## config.mk

```make
export PLATFORM = sky130hd
export DESIGN_NAME = bimodal_branch_predictor
export DESIGN_NICKNAME = d
export VERILOG_FILES = /design/src/rtl/bimodal_branch_predictor.sv
export SDC_FILE = /design/constraint.sdc
export NUM_CORES = 1
export LEC_CHECK = 0
export ABC_CLOCK_PERIOD_IN_PS = 10570
export CELL_PAD_IN_SITES_DETAIL_PLACEMENT = 0
export CELL_PAD_IN_SITES_GLOBAL_PLACEMENT = 1
export CORE_UTILIZATION = 45
export DETAILED_ROUTE_END_ITERATION = 12
export GPL_TIMING_DRIVEN = 0
export PLACE_DENSITY = 0.68
export SLEW_MARGIN = 20
export SYNTH_ARGS = -nofsm -noshare
export SYNTH_HDL_FRONTEND = slang
export SYNTH_SLANG_ARGS = --single-unit
```

## constraint.sdc

```tcl
create_clock -name clk -period 10.57 [get_ports clk]
set_input_delay 2.114 -clock clk [delete_from_list [all_inputs] [get_ports clk]]
set_output_delay 2.114 -clock clk [all_outputs]
set_load 0.05 [all_outputs]
```

## src/rtl/bimodal_branch_predictor.sv

```systemverilog
// Bimodal branch predictor: direct-mapped 2-bit saturating counters plus a tagged BTB,
// looked up combinationally at fetch and trained from resolved-branch feedback.
`ifndef PC_SIZE
`define PC_SIZE 16
`endif

module bimodal_branch_predictor #(
  parameter int PC_W    = `PC_SIZE,
  parameter int ENTRIES = 16,
  parameter int CNT_W   = 16
) (
  input  logic             clk,
  input  logic             rst,
  input  logic             i_fetch_valid,
  input  logic [PC_W-1:0]  i_fetch_pc,
  output logic             o_pc_override,
  output logic             o_predict_taken,
  output logic [PC_W-1:0]  o_target,
  input  logic             i_fb_valid,
  input  logic [PC_W-1:0]  i_fb_pc,
  input  logic             i_fb_taken,
  input  logic [PC_W-1:0]  i_fb_target,
  input  logic             i_fb_predict_taken,
  input  logic [PC_W-1:0]  i_fb_predict_target,
  output logic [CNT_W-1:0] o_num_branches,
  output logic [CNT_W-1:0] o_num_mispredicts
);

  localparam int IDX_W = $clog2(ENTRIES);
  localparam int TAG_W = PC_W - IDX_W;

  localparam logic [1:0] CNT_WEAK_NT = 2'b01;
  localparam logic [1:0] CNT_WEAK_T  = 2'b10;
  localparam logic [1:0] CNT_MAX     = 2'b11;
  localparam logic [1:0] CNT_MIN     = 2'b00;

  function automatic logic [1:0] sat_inc(input logic [1:0] c);
    return (c == CNT_MAX) ? c : c + 2'b01;
  endfunction

  function automatic logic [1:0] sat_dec(input logic [1:0] c);
    return (c == CNT_MIN) ? c : c - 2'b01;
  endfunction

  logic [1:0]       cnt_q    [ENTRIES];
  logic [1:0]       cnt_d    [ENTRIES];
  logic             valid_q  [ENTRIES];
  logic             valid_d  [ENTRIES];
  logic [TAG_W-1:0] tag_q    [ENTRIES];
  logic [TAG_W-1:0] tag_d    [ENTRIES];
  logic [PC_W-1:0]  target_q [ENTRIES];
  logic [PC_W-1:0]  target_d [ENTRIES];

  logic [CNT_W-1:0] num_br_q, num_br_d;
  logic [CNT_W-1:0] num_mp_q, num_mp_d;

  logic [IDX_W-1:0] fetch_idx;
  logic [TAG_W-1:0] fetch_tag;
  logic             fetch_hit;
  logic [IDX_W-1:0] fb_idx;
  logic [TAG_W-1:0] fb_tag;
  logic             fb_hit;
  logic             fb_mispredict;

  assign fetch_idx = i_fetch_pc[IDX_W-1:0];
  assign fetch_tag = i_fetch_pc[PC_W-1:IDX_W];
  assign fb_idx    = i_fb_pc[IDX_W-1:0];
  assign fb_tag    = i_fb_pc[PC_W-1:IDX_W];

  // Lookup reads only registered state, so a same-cycle train is seen next cycle.
  assign fetch_hit       = valid_q[fetch_idx] && (tag_q[fetch_idx] == fetch_tag);
  assign o_predict_taken = !rst && i_fetch_valid && fetch_hit && cnt_q[fetch_idx][1];
  assign o_pc_override   = o_predict_taken;
  assign o_target        = (!rst && fetch_hit) ? target_q[fetch_idx] : '0;

  assign fb_hit        = valid_q[fb_idx] && (tag_q[fb_idx] == fb_tag);
  assign fb_mispredict = (i_fb_predict_taken != i_fb_taken) ||
                         (i_fb_taken && (i_fb_predict_target != i_fb_target));

  always_comb begin
    // NOTE: every _d starts as a copy of its _q so no path leaves it unassigned (no latch).
    cnt_d    = cnt_q;
    valid_d  = valid_q;
    tag_d    = tag_q;
    target_d = target_q;
    if (i_fb_valid) begin
      if (i_fb_taken) begin
        valid_d[fb_idx]  = 1'b1;
        tag_d[fb_idx]    = fb_tag;
        target_d[fb_idx] = i_fb_target;
        cnt_d[fb_idx]    = fb_hit ? sat_inc(cnt_q[fb_idx]) : CNT_WEAK_T;
      end else if (fb_hit) begin
        cnt_d[fb_idx] = sat_dec(cnt_q[fb_idx]);
      end
    end
  end

  always_comb begin
    num_br_d = num_br_q;
    num_mp_d = num_mp_q;
    if (i_fb_valid) begin
      if (num_br_q != '1) num_br_d = num_br_q + CNT_W'(1);
      if (fb_mispredict && (num_mp_q != '1)) num_mp_d = num_mp_q + CNT_W'(1);
    end
  end

  // NOTE: only cnt/valid need reset; tag/target are qualified by valid, so they stay reset-free.
  always_ff @(posedge clk or posedge rst) begin
    if (rst) begin
      for (int i = 0; i < ENTRIES; i++) begin
        cnt_q[i]   <= CNT_WEAK_NT;
        valid_q[i] <= 1'b0;
      end
      num_br_q <= '0;
      num_mp_q <= '0;
    end else begin
      cnt_q    <= cnt_d;
      valid_q  <= valid_d;
      num_br_q <= num_br_d;
      num_mp_q <= num_mp_d;
    end
  end

  always_ff @(posedge clk) begin
    tag_q    <= tag_d;
    target_q <= target_d;
  end

  assign o_num_branches    = num_br_q;
  assign o_num_mispredicts = num_mp_q;

endmodule

```

=== Yosys cells after proc, flatten, opt, wreduce, memory -nomap -nowiden ===
Cells that the tools add are included.
W data, S select, Z words.

* Reduce and logical (&&, ||, !) cells: 17
* $lt $le $gt $ge: 3
* Add/subtract/negate cells: 4
* Bitwise logic cells: 3
* Mux-type cells: 39
* Equality and inequality tests: 7

{| class="wikitable"
|+ Operators by type and width
! cell !! count
|-
| $bwmux W256 || 1
|-
| $bwmux W192 || 1
|-
| $bmux W12 S4 || 2
|-
| $bmux W16 S4 || 1
|-
| $bwmux W32 || 2
|-
| $demux W16 S4 || 1
|-
| $mux W16 || 4
|-
| $mux W32 || 2
|-
| $mux W12 || 5
|-
| $demux W12 S4 || 1
|-
| $add A16 B1 Y16 const B || 2
|-
| $ne A16 B16 Y1 const B || 2
|-
| $eq A12 B12 Y1 || 2
|-
| $bmux W2 S4 || 2
|-
| $mux W2 || 8
|-
| $ne A16 B16 Y1 || 1
|-
| $or A16 B16 Y16 || 1
|-
| $ge A5 B5 Y1 const B || 2
|-
| $not A4 Y5 || 2
|-
| $logic_and A1 B1 Y1 || 9
|-
| $bmux W1 S4 || 2
|-
| $demux W2 S4 || 1
|-
| $reduce_and A2 Y1 || 4
|-
| $lt A5 B1 Y1 const B || 1
|-
| 10 further kinds || 14
|}

* Logic and storage cells: 139
* Input port bits: 70
* Bits in registers: 528

=== Logic depth before layout (Yosys ltp) ===
Gate-level depths: netlist of the first run.

* Depth in word-level cells: 9
* Gate-level depth with buffers: 13
* Gate-level depth less buffers: 8

=== Worst setup path before layout of the first run ===
OpenSTA, ideal clock, no wires.

* Path kind: input to output
* Start: input i_fetch_pc[0]
* End: output o_predict_taken
* Stages: 12
* Data arrival time: 5.633 ns
* Data required time: 8.456 ns
* Setup slack: 2.823 ns
* Path buffers: 5
* Cells stage by stage: buf_2 -> buf_2 -> buf_2 -> mux4_2 -> a211oi_1 -> a21oi_1 -> xor2_1 -> nor4_1 -> nand4_1 -> clkbuf_1 -> nor2_1 -> buf_4

* Cells in the longest elaborated chain, start to end: 8
* Elaborated cells on any way between the ends: 14
* Classes of those cells: 1 x eq/ne; 9 x mux; 1 x bitwise; 3 x reduce/logical

{| class="wikitable"
|+ RTL lines
! item !! line !! text
|-
| start: declaration || 15 || <nowiki>input logic [PC_W-1:0] i_fetch_pc,</nowiki>
|-
| $not A4 Y5 (not written as such) * || 71, 72 ||
|-
| $bmux W12 S4 || 71 || <nowiki>assign fetch_hit = valid_q[fetch_idx] && (tag_q[fetch_idx] == fetch_tag);</nowiki>
|-
| $mux W12 (not written as such) (2 in a row) || 71 ||
|-
| $eq A12 B12 Y1 || 71 ||
|-
| $logic_and A1 B1 Y1 || 71 ||
|-
| $logic_and A1 B1 Y1 || 72 || <nowiki>assign o_predict_taken = !rst && i_fetch_valid && fetch_hit && cnt_q[fetch_idx][1];</nowiki>
|-
| $logic_and A1 B1 Y1 * || 72 ||
|-
| end: declaration || 17 || <nowiki>output logic o_predict_taken,</nowiki>
|}

Every way passes the cells marked *; elsewhere a longest branch is shown, timed or not. The select of a mux whose other input is x is not followed.

=== Final worst setup path of the first run ===
* Start: input i_fetch_pc[3]
* End: output o_predict_taken

Same word-level chain as after synthesis.

==> impl_metrics.py, run 1 <==
metrics = {
    "sta": {
        "worstMarginPinSlew_ns": 1.04,
        "rsz0062_at_grt": "false",
        "fin_crit_sh_pct": 93.5,
        "drv_slew": 0,
        "final-hold-violation-count": 0,
        "timing.fmax_ghz": 0.101,
        "worst_slack_ns": 0.686,
        "setup_viol": 0,
        "fin_worst_skew_ns": 0.0247,
        "period_minus_slack_ns": 9.88,
        "maxSlewHeadroom_pct": 30.5,
        "fin_setup_tns_ns": 0,
    },
    "grt": {
        "grt_max_degree": 42,
        "grt_pass1_wl_mm": 97.2,
        "track_usage_pct": 25.5,
        "grt_pass1_vias": 14200,
        "grt_overflow": 0,
        "antenna_found_initial": 1,
    },
    "critical_path": {
        "path_max_fanout": 10,
        "rrSetupSlack_ns": 7.14,
        "crit_start": "i_fetch_pc[3]",
        "r2r_start": "tag_q[30]$_DFFE_PP_",
        "end_kind": "output port",
        "setup.worst_path.class": "in -> out",
        "cp-endpoint": "o_predict_taken",
        "r2r_cells": 8,
        "r2r-end": "cnt_q[5]$_DFFE_PP0P_",
        "cp.required_ns": 8.46,
        "crit_arrival_ns": 7.77,
        "critPathLaunchType": "input port",
    },
    "cts": {
        "cts_resized": 0,
        "cts_root_buf": "clkbuf_16",
        "clk_path_buf_depth": 3,
        "cts.clk_slew.worst_paths_ns": 0.06,
        "ctsHoldBuffers": 0,
        "postCtsSetupBuffers": 0,
        "htreeDepth": 2,
        "tritoncts": "done",
        "cts_sinks": 528,
        "cts-buffers-inserted": 55,
        "clk_latency_ns": 0.63,
    },
    "power_and_ir_drop": {
        "finalPower_mw": 5.02,
        "pwr_density_cell_nw_per_um2": 179,
        "p_leak_nw": 9.37,
        "ir_drop_mv": 0.173,
    },
    "synthesis": {
        "syn_nets": 1393,
        "avgSynthCellArea_sq_um": 18.0,
        "synth-seq-area-share_pct": 65.0,
        "synth_xor_area_share_pct": 2.65,
        "synthAdderAreaFrac_pct": 0.105,
        "synthMuxAreaShare_pct": 21.0,
        "synthCells": 1321,
        "synth_compound_area_share_pct": 3.76,
        "synth_top_flop_cell": "edfxtp_1",
        "ys.warnings.count": 0,
        "synth_area_leaders": "edfxtp_1 (57%), mux4_2 (18%), dfrtp_1 (6.7%)",
        "synth_top_area_share_pct": 56.5,
        "synth_top_family_by_area": "multiplexers",
        "netlist_area_sq_um": 23800,
        "yosysTopAreaCell": "edfxtp_1",
        "ys_types": 64,
        "ys_seq_elements": 528,
        "async_reset_ff_share_pct": 15.2,
        "synth-edff-count": 448,
        "synthSimpleGateAreaFrac_pct": 5.18,
    },
    "finish": {
        "fill_cells": 3986,
        "antenna_cells": 0,
        "syn_to_final_growth_pct": 17.9,
        "layout.nets": 1585,
        "drive_gt1_share_pct": 27.1,
        "layout.cells.non_filler": 2235,
        "fin_util_pct": 54.2,
    },
    "drt": {
        "drt_iter0_markers": 1426,
        "wl_met3_mm": 4.71,
        "viasPerCell": 6.19,
        "wl_met1_mm": 29.5,
        "wl_per_cell_um": 29.9,
        "dr_wl_met2_mm": 31.3,
        "final_antenna_net_count": 0,
        "routed_wl_mm": 66.7,
        "top_layer": "met5",
        "via_count": 13800,
        "drt-pass1-iter-count": 5,
        "drc": 0,
    },
    "floorplan": {
        "initial_utilization_pct": 45.9,
        "dieArea_sq_um": 53800,
        "core_sq_um": 51800,
        "ios": 120,
        "fp.dieW_um": 232,
        "fp-row-count": 83,
        "die-height_um": 232,
    },
    "placement": {
        "preCtsSetupSlack_ns": 0.545,
        "port-buffer-count": 111,
        "dp.cells": 2136,
        "post-dp-hpwl_mm": 44.3,
        "place_congestion": 0.823,
    },
    "flow_run": {
        "cap_violations": 0,
    },
    "hold_path": {
        "min_path_type": "reg -> reg",
        "hp-start": "o_num_branches[7]$_DFFE_PP0P_",
    },
    "run_status": {
        "outcome": "complete, no violations",
    },
}
[placed cells by master, fill, tap and decap left out, types with 13 or more instances in the layout]
cell and instances:
edfxtp_1 448, mux4_2 190, clkdlybuf4s50_1 111, nand2_1 73, dfrtp_1 64, clkbuf_16 56
xnor2_1 44, mux2i_1 38, clkbuf_1 37, nor2_1 33, buf_2 30, xor2_1 28
a21oi_1 24, nor3_1 22, nor2b_1 21, nand3_1 18, nand2b_1 17, a311oi_1 16
dfstp_2 16, clkinv_1 14, a31o_2 14, inv_1 13, a22oi_1 13
[worst min path at each step]
stage                                               end  cells past startpoint
final                     o_num_branches[7]$_DFFE_PP0P_                      1
after global routing             valid_q[0]$_DFFE_PP0P_                      1
after CTS                 o_num_branches[9]$_DFFE_PP0P_                      1
after detailed placement         valid_q[0]$_DFFE_PP0P_                      1
after global placement          valid_q[15]$_DFFE_PP0P_                      1
after floorplan                  valid_q[9]$_DFFE_PP0P_                      1
[synthesized netlist by cell type, types with 3 or more instances]
library cell  count
nor4_1            5
buf_2            30
nand2b_1         17
or2_2             6
edfxtp_1        448
mux2i_1          38
xor2_1           28
buf_6             8
o21ai_2          10
a22oi_1          13
buf_1            11
clkbuf_1         27
a311oi_1         16
and3_1            7
buf_4             5
and4_1            4
mux4_1            8
or3_1             3
a31o_2           14
o22ai_1           6
o21ai_1           8
dfrtp_1          64
o21ai_0           9
o31ai_1           3
mux4_2          190
xnor2_1          44
nor2b_1          21
dfstp_2          16
nor3_1           23
nand3_1          18
nand4_1          12
inv_1            24
nand2_1          73
and2_1            4
a21oi_1          24
nor2_1           38
mux2_2           12
[worst max-delay path, cell delays in order]
cell             delay [ns]
clkdlybuf4s50_1        0.62
buf_1                  0.75
clkbuf_1               0.70
a21oi_1                0.33
xor2_1                 0.23
nor4_1                 0.38
nand4_1                0.77
clkbuf_1               0.61
nor2_1                 0.30
buf_4                  0.14
clkdlybuf4s50_1        0.79
[through the flow]
| step | hold slack (ns) | instance area, sq um |
|---|---|---|
| 6_report | 0.493 | 28100 |
| 5_1_grt | 0.504 | 28100 |
| 4_1_cts | 0.496 | 28100 |
| 3_5_place_dp | 0.480 | 26300 |
| 3_3_place_gp | 0.467 | 25800 |
| 2_1_floorplan | 0.443 | 23800 |
[registers in the layout (all words and copies together), names as in the netlist]
name	flops
o_num_branches	16
tag_q	192
o_num_mispredicts	16
target_q	256
cnt_q	32
valid_q	16
[per-layer routing]
layer | up-vias | GRT usage [%]
met5 | - | 0
met3 | 82 | 3.57
met4 | 2 | 6.29
li1 | 5779 | -
met2 | 611 | 39.3
met1 | 7359 | 38.2
[report_power, final]
part,leakage [nW],internal (mW),switching [mW]
registers,4.98,2.37,0.0786
logic,3.53,0.292,0.368
clock network,0.859,1.09,0.821
[final cells by class]
cell class | instances | area [sq um] | area share, %
Multi-Input combinational cell | 686 | 7830 | 27.9
Timing Repair Buffer | 135 | 1610 | 5.73
Buffer | 82 | 448 | 1.60
Inverter | 25 | 96.3 | 0.343
Clock buffer | 67 | 1440 | 5.14
Clock inverter | 32 | 310 | 1.11
Tap cell | 680 | 851 | 3.03
Sequential cell | 528 | 15500 | 55.1
[cells by family (layout without fill, tap and decap cells)]
| logic type | Yosys count | in the layout |
|---|---|---|
| adder cells (fa/ha/maj) | 2 | 2 |
| XOR/XNOR | 72 | 72 |
| buffers and inverters | 107 | 341 |
| AND/OR/NAND/NOR | 241 | 241 |
| flip-flops | 528 | 528 |
| multiplexers | 248 | 248 |
| AO/OA/AOI/OAI | 123 | 123 |
Power figures use the tool's default switching activity.
==> run 2: changes to the inputs <==
==> config.mk (replaced) <==
export PLATFORM = sky130hd
export DESIGN_NAME = bimodal_branch_predictor
export DESIGN_NICKNAME = d
export VERILOG_FILES = /design/src/rtl/bimodal_branch_predictor.sv
export SDC_FILE = /design/constraint.sdc
export NUM_CORES = 1
export LEC_CHECK = 0
export ABC_CLOCK_PERIOD_IN_PS = 9800
export CORE_UTILIZATION = 45
export DETAILED_ROUTE_END_ITERATION = 12
export GPL_TIMING_DRIVEN = 0
export PLACE_DENSITY = 0.61
export SLEW_MARGIN = 20
export SYNTH_ARGS = -nofsm -noshare
export SYNTH_HDL_FRONTEND = slang
export SYNTH_SLANG_ARGS = --single-unit
==> constraint.sdc (replaced) <==
create_clock -name clk -period 9.8 [get_ports clk]
set_input_delay 1.96 -clock clk [delete_from_list [all_inputs] [get_ports clk]]
set_output_delay 1.96 -clock clk [all_outputs]
set_load 0.05 [all_outputs]
==> impl_metrics.py, run 2 (same netlist as run 1, synthesis figures left out) <==
metrics = {
    "run_status": {
        "outcome": "complete, no violations",
    },
    "finish": {
        "mostFrequentLayoutCells": "edfxtp_1 (448), mux4_2 (190), clkdlybuf4s50_1 (111)",
        "drive_gt1_share_pct": 27.3,
        "regArea_sq_um": 15500,
        "final_common_cell": "edfxtp_1",
        "largest-register": "target_q",
        "multiInputGateArea_sq_um": 7830,
        "syn_to_final_growth_pct": 18.3,
        "reg.largest.list": "target_q (256), tag_q (192), cnt_q (32)",
        "final_area_sq_um": 28100,
        "layout.nets": 1586,
        "fill_cells": 3989,
        "largest_reg_flops": 256,
        "antenna_cells": 0,
    },
    "floorplan": {
        "ios": 120,
        "fp.dieW_um": 232,
        "dieArea_sq_um": 53800,
        "fp-row-count": 83,
        "core_sq_um": 51800,
        "initial_utilization_pct": 45.9,
        "die-height_um": 232,
    },
    "critical_path": {
        "cp.required_ns": 7.84,
        "critPathLaunchType": "input port",
        "crit_arrival_ns": 7.68,
        "rrSetupSlack_ns": 6.40,
        "critPathSlowestCell": "nand4_1",
        "end_kind": "output port",
        "cpMostUsedCell": "buf_1",
        "path_max_fanout": 10,
        "slowest_delay_ns": 0.82,
        "r2r_cells": 9,
        "setup.worst_path.class": "in -> out",
        "path_cells": "buf_2, buf_1, buf_1, mux4_2, xor2_1, nor4_1, nand4_1, clkbuf_1, nor2_1, buf_4, clkdlybuf4s50_1",
    },
    "grt": {
        "grt_overflow": 0,
        "antenna_found_initial": 0,
        "grt_pass1_vias": 14000,
        "track_usage_pct": 24.9,
        "grt_max_degree": 55,
        "grt_pass1_wl_mm": 95.8,
    },
    "sta": {
        "final-hold-violation-count": 0,
        "timing.fmax_ghz": 0.104,
        "worstMarginPinSlew_ns": 1.06,
        "maxSlewHeadroom_pct": 29.4,
        "period_minus_slack_ns": 9.64,
        "drv_slew": 0,
        "setup_viol": 0,
        "fin_setup_tns_ns": 0,
        "fin_crit_sh_pct": 98.4,
        "rsz0062_at_grt": "false",
        "fin_worst_skew_ns": 0.0304,
    },
    "cts": {
        "clk_latency_ns": 0.62,
        "tritoncts": "done",
        "clk_path_buf_depth": 3,
        "cts-buffers-inserted": 54,
        "postCtsSetupBuffers": 0,
        "cts_sinks": 528,
        "htreeDepth": 2,
        "cts.clk_slew.worst_paths_ns": 0.06,
        "cts_root_buf": "clkbuf_16",
    },
    "flow_run": {
        "cap_violations": 0,
    },
    "hold_path": {
        "min_path_cells": 1,
        "min_path_type": "reg -> reg",
    },
    "drt": {
        "drt-pass1-iter-count": 5,
        "final_antenna_net_count": 0,
        "viasPerCell": 6.18,
        "wl_per_cell_um": 29.2,
        "routed_wl_mm": 65.3,
        "via_count": 13800,
        "drt_iter0_markers": 1806,
        "drc": 0,
    },
    "placement": {
        "place_congestion": 0.876,
        "dpl-instance-area_sq_um": 26400,
        "post-dp-hpwl_mm": 43.5,
        "port-buffer-count": 111,
    },
    "power_and_ir_drop": {
        "ir_drop_mv": 0.184,
        "pwr_density_cell_nw_per_um2": 193,
        "p_leak_nw": 9.40,
    },
}
-- run 2: final timing paths --
check / startpoint / to
min reg2reg: valid_q[11]$_DFFE_PP0P_ / valid_q[11]$_DFFE_PP0P_
min: valid_q[11]$_DFFE_PP0P_ / valid_q[11]$_DFFE_PP0P_
min in group asynchronous: rst / o_num_branches[5]$_DFFE_PP0P_
max reg2reg: tag_q[1]$_DFFE_PP_ / cnt_q[26]$_DFFE_PP1P_
max: i_fetch_pc[1] / o_predict_taken
max in group asynchronous: rst / cnt_q[2]$_DFFE_PP1P_
-- run 2: layout make-up --
class / instances / area share [%]
Timing Repair Buffer: 137 / 5.91
Clock inverter: 30 / 1.17
Clock buffer: 71 / 5.13
Multi-Input combinational cell: 686 / 27.8
Tap cell: 680 / 3.02
Sequential cell: 528 / 55.0
Buffer: 82 / 1.61
Inverter: 25 / 0.342
-- run 2: through the flow --
step	cells	utilization (%)	setup WS [ns]	hold slack, ns	total power [mW]
2_1_floorplan	1321	-	2.36	0.443	3.13
3_3_place_gp	2112	49.7	0.0664	0.465	3.37
3_5_place_dp	2138	50.9	0.137	0.480	3.39
4_1_cts	2239	54.3	0.118	0.494	5.44
5_1_grt	2239	54.3	0.0626	0.505	5.59
6_report	2239	54.3	0.155	0.490	5.42
-- run 2: timing repair --
action	CTS	global route
gates resized for setup	0	3
endpoints found under the setup margin	0	2
hold buffers	0	0
-- run 2: power breakdown --
group	switching [mW]	internal [mW]	total, mW
registers	0.0840	2.55	2.64
clock network	0.876	1.20	2.07
logic	0.394	0.316	0.711
total	1.35	4.07	5.42
-- run 2: layer usage --
layer  track usage, %  routed length [um]  vias to the layer above
li1                 -                   -                     5774
met1             36.3               27500                     7236
met2             38.1               30200                      713
met3             5.26                5810                      103
met4             7.01                1720                        0
met5                0                   0                        -
-- run 2: critical path, delay by kind of cell --
| kind | cells | cell delay, ns |
|---|---|---|
| XOR/XNOR | 1 | 0.16 |
| buffers and inverters | 6 | 3.16 |
| multiplexers | 1 | 0.66 |
| AND/OR/NAND/NOR | 3 | 1.73 |
